File: src/rtl/mem_bus_router_pkg.sv
// Shared bus field widths and the void-target id helper for the mem_bus router.
package mem_bus_router_pkg;

    localparam int ADDR_W = 32;
    localparam int DATA_W = 32;
    localparam int BE_W   = 4;
    localparam int CNT_W  = 4;   // holds MAX_OUTSTANDING up to 15

    // The void responder takes the id one past the last real slave.
    function automatic int void_id(input int nr_slaves);
        return nr_slaves;
    endfunction

endpackage

File: src/rtl/mem_bus_void_slave.sv
// Responder for unmapped addresses: answers reads one cycle after acceptance
// and records every void access (address, saturating count, irq pulse).
module mem_bus_void_slave
    import mem_bus_router_pkg::*;
#(
    parameter logic [DATA_W-1:0] VOID_RDATA = '0
) (
    input  logic              clk,
    input  logic              reset_,
    input  logic              i_acc,
    input  logic              i_wr,
    input  logic [ADDR_W-1:0] i_addr,
    output logic              o_rsp_ready,
    output logic [DATA_W-1:0] o_rsp_rdata,
    output logic [15:0]       o_void_cnt,
    output logic [ADDR_W-1:0] o_void_addr,
    output logic              o_void_irq
);

    logic              r_rsp;
    logic              r_irq;
    logic [15:0]       r_cnt;
    logic [ADDR_W-1:0] r_addr;

    always_ff @(posedge clk or negedge reset_) begin
        if (!reset_) begin
            r_rsp  <= 1'b0;
            r_irq  <= 1'b0;
            r_cnt  <= '0;
            r_addr <= '0;
        end else begin
            r_rsp <= i_acc & ~i_wr;
            r_irq <= i_acc;
            if (i_acc) begin
                r_addr <= i_addr;
                if (r_cnt != 16'hFFFF)
                    r_cnt <= r_cnt + 16'd1;
            end
        end
    end

    assign o_rsp_ready = r_rsp;
    assign o_rsp_rdata = VOID_RDATA;
    assign o_void_cnt  = r_cnt;
    assign o_void_addr = r_addr;
    assign o_void_irq  = r_irq;

endmodule

File: src/rtl/mem_bus_router.sv
// 1-master / N-slave router for the CPU mem_cmd/mem_rsp bus: mask/base decode,
// single-owner pipelined reads, and a built-in void responder for unmapped space.
module mem_bus_router
    import mem_bus_router_pkg::*;
#(
    parameter int                          NR_SLAVES       = 4,
    parameter logic [NR_SLAVES*ADDR_W-1:0] SLAVE_BASE      = '0,
    parameter logic [NR_SLAVES*ADDR_W-1:0] SLAVE_MASK      = '0,
    parameter int                          MAX_OUTSTANDING = 4,
    parameter logic [DATA_W-1:0]           VOID_RDATA      = '0
) (
    input  logic                        clk,
    input  logic                        reset_,
    input  logic                        m_cmd_valid,
    output logic                        m_cmd_ready,
    input  logic                        m_cmd_wr,
    input  logic                        m_cmd_instr,
    input  logic [ADDR_W-1:0]           m_cmd_addr,
    input  logic [DATA_W-1:0]           m_cmd_wdata,
    input  logic [BE_W-1:0]             m_cmd_be,
    output logic                        m_rsp_ready,
    output logic [DATA_W-1:0]           m_rsp_rdata,
    output logic [NR_SLAVES-1:0]        s_cmd_valid,
    input  logic [NR_SLAVES-1:0]        s_cmd_ready,
    output logic                        s_cmd_wr,
    output logic                        s_cmd_instr,
    output logic [ADDR_W-1:0]           s_cmd_addr,
    output logic [DATA_W-1:0]           s_cmd_wdata,
    output logic [BE_W-1:0]             s_cmd_be,
    input  logic [NR_SLAVES-1:0]        s_rsp_ready,
    input  logic [NR_SLAVES*DATA_W-1:0] s_rsp_rdata,
    output logic [15:0]                 void_cnt,
    output logic [ADDR_W-1:0]           void_addr,
    output logic                        void_irq
);

    localparam int               SEL_W   = $clog2(NR_SLAVES + 1);
    localparam logic [SEL_W-1:0] VOID_ID = SEL_W'(void_id(NR_SLAVES));
    localparam logic [CNT_W-1:0] MAX_CNT = CNT_W'(MAX_OUTSTANDING);

    logic [SEL_W-1:0]  w_sel;
    logic [SEL_W-1:0]  r_rd_owner;
    logic [CNT_W-1:0]  r_rd_cnt;
    logic              w_is_void;
    logic              w_rd_block;
    logic              w_sel_ready;
    logic              w_acc;
    logic              w_rd_acc;
    logic              w_void_rsp;
    logic [DATA_W-1:0] w_void_rdata;
    logic              w_own_rsp;
    logic [DATA_W-1:0] w_own_rdata;

    // Descending scan so the lowest matching slave wins overlaps.
    always_comb begin
        w_sel = VOID_ID;
        for (int i = NR_SLAVES - 1; i >= 0; i--)
            if ((m_cmd_addr & SLAVE_MASK[ADDR_W*i +: ADDR_W]) == SLAVE_BASE[ADDR_W*i +: ADDR_W])
                w_sel = SEL_W'(i);
    end

    assign w_is_void  = (w_sel == VOID_ID);
    assign w_rd_block = ~m_cmd_wr &
                        ((r_rd_cnt == MAX_CNT) | ((r_rd_cnt != '0) & (w_sel != r_rd_owner)));

    always_comb begin
        w_sel_ready = 1'b1;
        s_cmd_valid = '0;
        for (int i = 0; i < NR_SLAVES; i++)
            if (w_sel == SEL_W'(i)) begin
                w_sel_ready    = s_cmd_ready[i];
                s_cmd_valid[i] = m_cmd_valid & ~w_rd_block;
            end
    end

    assign m_cmd_ready = ~w_rd_block & w_sel_ready;
    assign w_acc       = m_cmd_valid & m_cmd_ready;
    assign w_rd_acc    = w_acc & ~m_cmd_wr;

    assign s_cmd_wr    = m_cmd_wr;
    assign s_cmd_instr = m_cmd_instr;
    assign s_cmd_addr  = m_cmd_addr;
    assign s_cmd_wdata = m_cmd_wdata;
    assign s_cmd_be    = m_cmd_be;

    // Only the current read owner may answer; anything else is dropped.
    always_comb begin
        w_own_rsp   = w_void_rsp;
        w_own_rdata = w_void_rdata;
        for (int i = 0; i < NR_SLAVES; i++)
            if (r_rd_owner == SEL_W'(i)) begin
                w_own_rsp   = s_rsp_ready[i];
                w_own_rdata = s_rsp_rdata[DATA_W*i +: DATA_W];
            end
    end

    assign m_rsp_ready = w_own_rsp & (r_rd_cnt != '0);
    assign m_rsp_rdata = w_own_rdata;

    always_ff @(posedge clk or negedge reset_) begin
        if (!reset_) begin
            r_rd_cnt   <= '0;
            r_rd_owner <= '0;
        end else begin
            if (w_rd_acc)
                r_rd_owner <= w_sel;
            if (w_rd_acc && !m_rsp_ready)
                r_rd_cnt <= r_rd_cnt + CNT_W'(1);
            else if (!w_rd_acc && m_rsp_ready)
                r_rd_cnt <= r_rd_cnt - CNT_W'(1);
        end
    end

    mem_bus_void_slave #(
        .VOID_RDATA (VOID_RDATA)
    ) u_void (
        .clk         (clk),
        .reset_      (reset_),
        .i_acc       (w_acc & w_is_void),
        .i_wr        (m_cmd_wr),
        .i_addr      (m_cmd_addr),
        .o_rsp_ready (w_void_rsp),
        .o_rsp_rdata (w_void_rdata),
        .o_void_cnt  (void_cnt),
        .o_void_addr (void_addr),
        .o_void_irq  (void_irq)
    );

`ifndef SYNTHESIS
    logic w_stray;

    always_comb begin
        w_stray = 1'b0;
        for (int i = 0; i < NR_SLAVES; i++)
            if (s_rsp_ready[i] && ((r_rd_cnt == '0) || (r_rd_owner != SEL_W'(i))))
                w_stray = 1'b1;
    end

    always @(posedge clk) begin
        if (reset_ && (w_stray || $isunknown(m_cmd_valid) ||
            (m_cmd_valid && $isunknown({m_cmd_wr, m_cmd_instr, m_cmd_addr, m_cmd_wdata, m_cmd_be})))) begin
            $error("mem_bus_router: stray slave response or unknown command field");
            $finish;
        end
    end
`endif

endmodule

File: config.mk
export PLATFORM = sky130hd
export DESIGN_NAME = mem_bus_router
export DESIGN_NICKNAME = d
export VERILOG_FILES = /design/src/rtl/mem_bus_router_pkg.sv /design/src/rtl/mem_bus_void_slave.sv /design/src/rtl/mem_bus_router.sv
export SDC_FILE = /design/constraint.sdc
export NUM_CORES = 1
export LEC_CHECK = 0
export BUFFER_PORTS_ARGS = -buffer_cell sky130_fd_sc_hd__buf_2
export CAP_MARGIN = 10
export CELL_PAD_IN_SITES_DETAIL_PLACEMENT = 0
export CELL_PAD_IN_SITES_GLOBAL_PLACEMENT = 1
export CORE_AREA = 2 2 143 145
export CTS_CLUSTER_DIAMETER = 40
export CTS_CLUSTER_SIZE = 28
export DETAILED_ROUTE_END_ITERATION = 6
export DIE_AREA = 0 0 145 147
export PLACE_DENSITY = 0.64
export SLEW_MARGIN = 20
export SYNTH_ARGS = -nofsm -noshare
export SYNTH_HDL_FRONTEND = slang
export SYNTH_SLANG_ARGS = --single-unit
File: constraint.sdc
create_clock -name clk -period 3.4 [get_ports clk]
set_clock_uncertainty 0.2 [all_clocks]
set_input_delay 0.17 -clock clk [delete_from_list [all_inputs] [get_ports clk]]
set_output_delay 0.17 -clock clk [all_outputs]
set_load 0.05 [all_outputs]
# After elaboration in Yosys (flattened, before gate mapping)

Index checks and enable logic that the tools add are counted.

Input port bits: 209
Bits in registers: 4
Logic and storage cells: 20
Output and inout bits: 157

Reduce and logical (&&, ||, !) cells: 6
Equal/unequal tests: 1
Add/subtract/negate cells: 2
Multiplexer cells: 2
Bitwise logic cells: 8

Operators by type and width:

| kind                | count |
|---|---|
| $mux 4              | 2 |
| $and 1x1->1         | 6 |
| $add 4x1->4 const B | 1 |
| $eq 4x3->1 const B  | 1 |
| $reduce_bool 4->1   | 1 |
| $sub 4x1->4 const B | 1 |
| $logic_and 1x1->1   | 2 |
| $logic_not 1->1     | 2 |
| $not 1->1           | 2 |
| $reduce_bool 2->1   | 1 |

# Depth between registers and ports, before layout

Word-level depth: 10
Mapped depth: 9
Gate-level depth less buffers: 9

# Cells and area by module

Synthesis repeated with hierarchy kept, for this count alone.

Cells, all modules: 313
Area total of the unflattened synthesis: 3,448.3 µm²

By module, submodules not included:

| module             | instances | cells an instance | area each (µm²) |
|---|---|---|---|
| mem_bus_void_slave | 1         | 172               | 2,318.5 |
| mem_bus_router     | 1         | 141               | 1,129.8 |

# Worst setup path before layout

Ideal clock, no wire load.

Path type: flip-flop to flip-flop
From: reg r_rd_cnt[0]
To: reg r_rd_cnt[3]
Setup slack: 480 ps
Required time: 3,069 ps
Arrival: 2,589 ps
Cell stages (with the launch flop): 10
Library setup time: 131 ps
Cell sequence: dfrtp_1 > or3_1 > or3b_1 > and4b_1 > ha_1 > inv_1 > ha_1 > or4_1 > o211ai_1 > o211ai_1

Word-level cells in the longest chain between the ends: 9
Elaborated cells between the ends (all ways): 17
Classes of those cells: add/sub: 2; eq/ne: 1; mux: 2; bitwise: 6; reduce/logical: 6

RTL lines:

| item                        | line                  | source |
|---|---|---|
| start: declaration          | mem_bus_router.sv:43  | `logic [CNT_W-1:0] r_rd_cnt;` |
| start signal: assignment    | mem_bus_router.sv:108 | `r_rd_cnt <= r_rd_cnt + CNT_W'(1);` |
| start signal: assignment    | mem_bus_router.sv:110 | `r_rd_cnt <= r_rd_cnt - CNT_W'(1);` |
| $eq 4x3->1                  | mem_bus_router.sv:64  | `((r_rd_cnt == MAX_CNT) \| ((r_rd_cnt != '0) & (w_sel != r_rd_owner)));` |
| $and 1x1->1                 | mem_bus_router.sv:63  | `assign w_rd_block = ~m_cmd_wr &` |
| $not 1->1                   | mem_bus_router.sv:76  | `assign m_cmd_ready = ~w_rd_block & w_sel_ready;` |
| $and 1x1->1                 | mem_bus_router.sv:76  |  |
| $and 1x1->1                 | mem_bus_router.sv:77  | `assign w_acc = m_cmd_valid & m_cmd_ready;` |
| $and 1x1->1                 | mem_bus_router.sv:78  | `assign w_rd_acc = w_acc & ~m_cmd_wr;` |
| $logic_not 1->1             | mem_bus_router.sv:109 | `else if (!w_rd_acc && m_rsp_ready)` |
| $logic_and 1x1->1           | mem_bus_router.sv:109 |  |
| $reduce_bool 2->1 (no line) | --                    |  |

Parallel ways exist; a longest one is shown, timed or not. The select of a mux whose other input is x is not followed.
A chain may end at the register's enable or synchronous reset.

# Worst setup path after layout

Same ends and word-level chain as after synthesis.

==> impl_summary.txt <==
----------------------------------------------------
[Clock tree]
  Number of buffers added for setup after CTS ... 0
  CTS H-tree depth ... 1
  Clock-pin slew reported for the worst setup and hold paths after clock tree synthesis ... 0.03 ns
  Cts-stage hold buffer count ... 1
  TritonCTS Sinks ... 4
  Count of cells resized by post-cts repair ... 0
  Cts bufs inserted ... 3
  Bufs on Longest Clock Path ... 2
  Buffer type at the clock tree root ... sky130_fd_sc_hd__clkbuf_16
  Clock latency of the later-clocked register in the worst-skew pair ... 0.22 ns
  TritonCTS clock tree ... yes

[Timing]
  Count of final max-slew check failures ... 0
  Setup TNS ... 0 ns
  Setup repair after global routing missed its margin ... false
  Share of the clock period used by the worst path after layout ... 0.930
  Setup violation total in the final timing report ... 0
  Number of hold violations in the final report ... 0
  Shortest clock period the worst path allows after layout ... 3.16 ns
  Highest attainable clock frequency ... 316 MHz
  Hold Slack ... 0.0909 ns

[Synth]
  Post-synthesis adder-cell area fraction ... 0.0385
  Dominant combinational cell family by area after synthesis ... buffers and inverters
  Sequential area share after synthesis ... 0.0669
  Share of the synthesized netlist area taken by xor and xnor gates ... 0.0117
  Library cells used by synthesis ... 23
  Fraction of synthesized area in multiplexers ... 0.0142
  Mean post-synth cell area ... 7.87 um2
  Total of flip-flops plus latches after synthesis ... 4
  Cell area after synthesis ... 0.00150 mm2
  Synth Area in Compound Gates ... 0.0310
  Syn. warnings ... 0
  Cells after synthesis ... 190
  Area share of and/or/nand/nor cells after synthesis ... 0.0544

[Worst setup path]
  Kind of start point of the critical path ... flop
  Reg-to-reg startpoint ... r_rd_cnt[0]
  Data arrival time of the critical path ... 3.06 ns
  Maximum fanout along the worst path ... 6
  Crit path capture type ... flop
  Endpoint required time on the critical path ... 3.29 ns
  Class of the most critical setup path ... reg -> reg
  Worst setup path startpoint ... r_rd_cnt[0]

[Power]
  Switch share ... 0.484
  Power per unit of standard cell area ... 602 mW/mm2
  Clock network fraction of total power ... 0.302
  Power consumption ... 0.599 mW
  Sequential group share of total power ... 0.178
  Internal Power ... 0.309 mW
  Largest vdd supply drop ... 149 uV
  Net Sw Power ... 0.290 mW
  Proportion of power drawn by combinational gates ... 0.520
  Pleak ... 0.376 nW

[Final layout]
  Share of final-layout standard cells stronger than drive strength 1 ... 0.131
  Largest registers ... r_rd_cnt (4)
  Flip-flop count of the largest register after layout ... 4
  Commonest non-fill, non-tap cells in the layout ... 52 x sky130_fd_sc_hd__conb_1, 9 x sky130_fd_sc_hd__buf_2, 4 x sky130_fd_sc_hd__dfrtp_1
  Top reg by flops ... r_rd_cnt
  Count of non-filler cells in the finished layout ... 369
  Number of fillers in the final layout ... 2,357
  Number of antenna diodes ... 0
  Most common cell after layout, fill and taps aside ... sky130_fd_sc_hd__conb_1
  Area growth syn-to-layout ... -33.5%
  Final net count ... 314

[Place]
  Global placement routability congestion ... 0.660
  Number of placed instances, taps included ... 365
  Detailed-placement wirelength estimate ... 2.05 mm
  Port-buffer cells ... 9

[Die]
  Die width ... 145 um
  Initial Util ... 0.0753
  Vertical die dimension ... 147 um
  I/O pins ... 366
  Die area ... 0.0213 mm2
  Site row count ... 52
  Std-Cell Core Area ... 0.0198 mm2

[GRT]
  Antenna violations before repair ... 0
  Grt ovf ... 0
  Overall fraction of global-route tracks in use ... 0.0205
  Maximum number of pins on one net before global-route repair ... 11
  First-pass GRT wire length ... 3.19 mm
  Number of global-route vias before repair ... 551

[Hold path]
  Hold Path Class ... in -> async

[Route]
  Routed wl met2 ... 1.17 mm
  Routed WL ... 2.47 mm
  Count of nets left with antenna violations after detail routing ... 0
  Length of routed met3 wiring ... 533 um
  Top layer in use ... met4
  Initial DRC count ... 8
  Count of vias placed by the detailed router ... 625
  DR WL/cell ... 6.69 um
  DRC errors left ... 0
  Routed vias/inst ... 1.69
  Post-route met1 wirelength ... 378 um
  1st-pass router iterations ... 4

[Run status]
  Outcome ... finished, final reports clean

[Run]
  Max-Cap Viols ... 0

----------------------------------------------------
per-layer routing:
layer / up-vias / GRT usage
met5: - / 0
met4: 0 / 0.0406
met3: 62 / 0.0152
met2: 125 / 0.0336
met1: 231 / 0.00735
li1: 207 / -
synthesized netlist by cell type (all sizes together):
cell type  instances  area, um2
buf              154       1160
inv                2       7.51
o211ai             2       15.0
xnor2              2       17.5
mux2i              1       10.0
nor3               1       5.00
nand3              2       10.0
mux2               1       11.3
and2               2       12.5
nand2              2       7.51
conb               1       3.75
ha                 3       37.5
dfrtp              4        100
a2111o             1       11.3
a21oi              2       10.0
and4b              1       10.0
nand3b             1       7.51
or3b               1       8.76
or3                2       12.5
fa                 1       20.0
or4                1       7.51
o21ai              2       10.0
clkbuf             1       3.75
critical path, stage by stage, from the launching register on:
cell,delay (ns)
sky130_fd_sc_hd__dfrtp_1,0.44
sky130_fd_sc_hd__or3_1,0.39
sky130_fd_sc_hd__or3b_1,0.40
sky130_fd_sc_hd__and4b_1,0.20
sky130_fd_sc_hd__ha_1,0.24
sky130_fd_sc_hd__inv_1,0.16
sky130_fd_sc_hd__ha_1,0.31
sky130_fd_sc_hd__or4_1,0.49
sky130_fd_sc_hd__o211ai_1,0.11
sky130_fd_sc_hd__o211ai_1,0.10
power by group through the flow:
stage          registers [mW]  logic (mW)  clock network [mW]
6_report                0.107       0.312               0.181
5_1_grt                 0.111       0.341               0.186
4_1_cts                 0.107       0.312               0.183
3_5_place_dp            0.107       0.310                   0
3_3_place_gp            0.107       0.307                   0
2_1_floorplan          0.0966       0.645                   0
kinds of logic (layout without fill, tap and decap cells):
logic type      Yosys count  in the layout
simple gates             13             13
fa+ha+maj                 4              4
buf+inv                 157             15
mux                       2              2
xor+xnor                  2              2
compound gates            7              7
other cells               1             52
flops                     4              4
worst paths after layout:
path                                   end  slack, ns  cells after the start
max                            r_rd_cnt[3]       0.24                      9
min in group clk           m_rsp_rdata[13]       0.14                      0
min reg2reg                    r_rd_cnt[2]       0.37                      2
min                            r_rd_cnt[3]       0.09                      2
max in group asynchronous      r_rd_cnt[1]       2.78                      2
max reg2reg                    r_rd_cnt[3]       0.24                      9
layout make-up:
type	count	area (um2)	area share
Clock buffer	3	75.1	0.0755
Inverter	2	7.51	0.00755
Multi-Input combinational cell	80	419	0.421
Sequential cell	4	100	0.101
Tap cell	270	338	0.340
Timing Repair Buffer	10	55.1	0.0553
per-stage QoR:
step,cell area (um2),utilization,worst slack [ns]
final,995,0.0501,0.238
after CTS,995,0.0501,0.251
after global routing,995,0.0501,0.0701
after global placement,910,0.0458,0.298
after detailed placement,910,0.0458,0.292
after floorplan,1690,-,0.480
No activity file was read; power rests on OpenSTA's default activity.
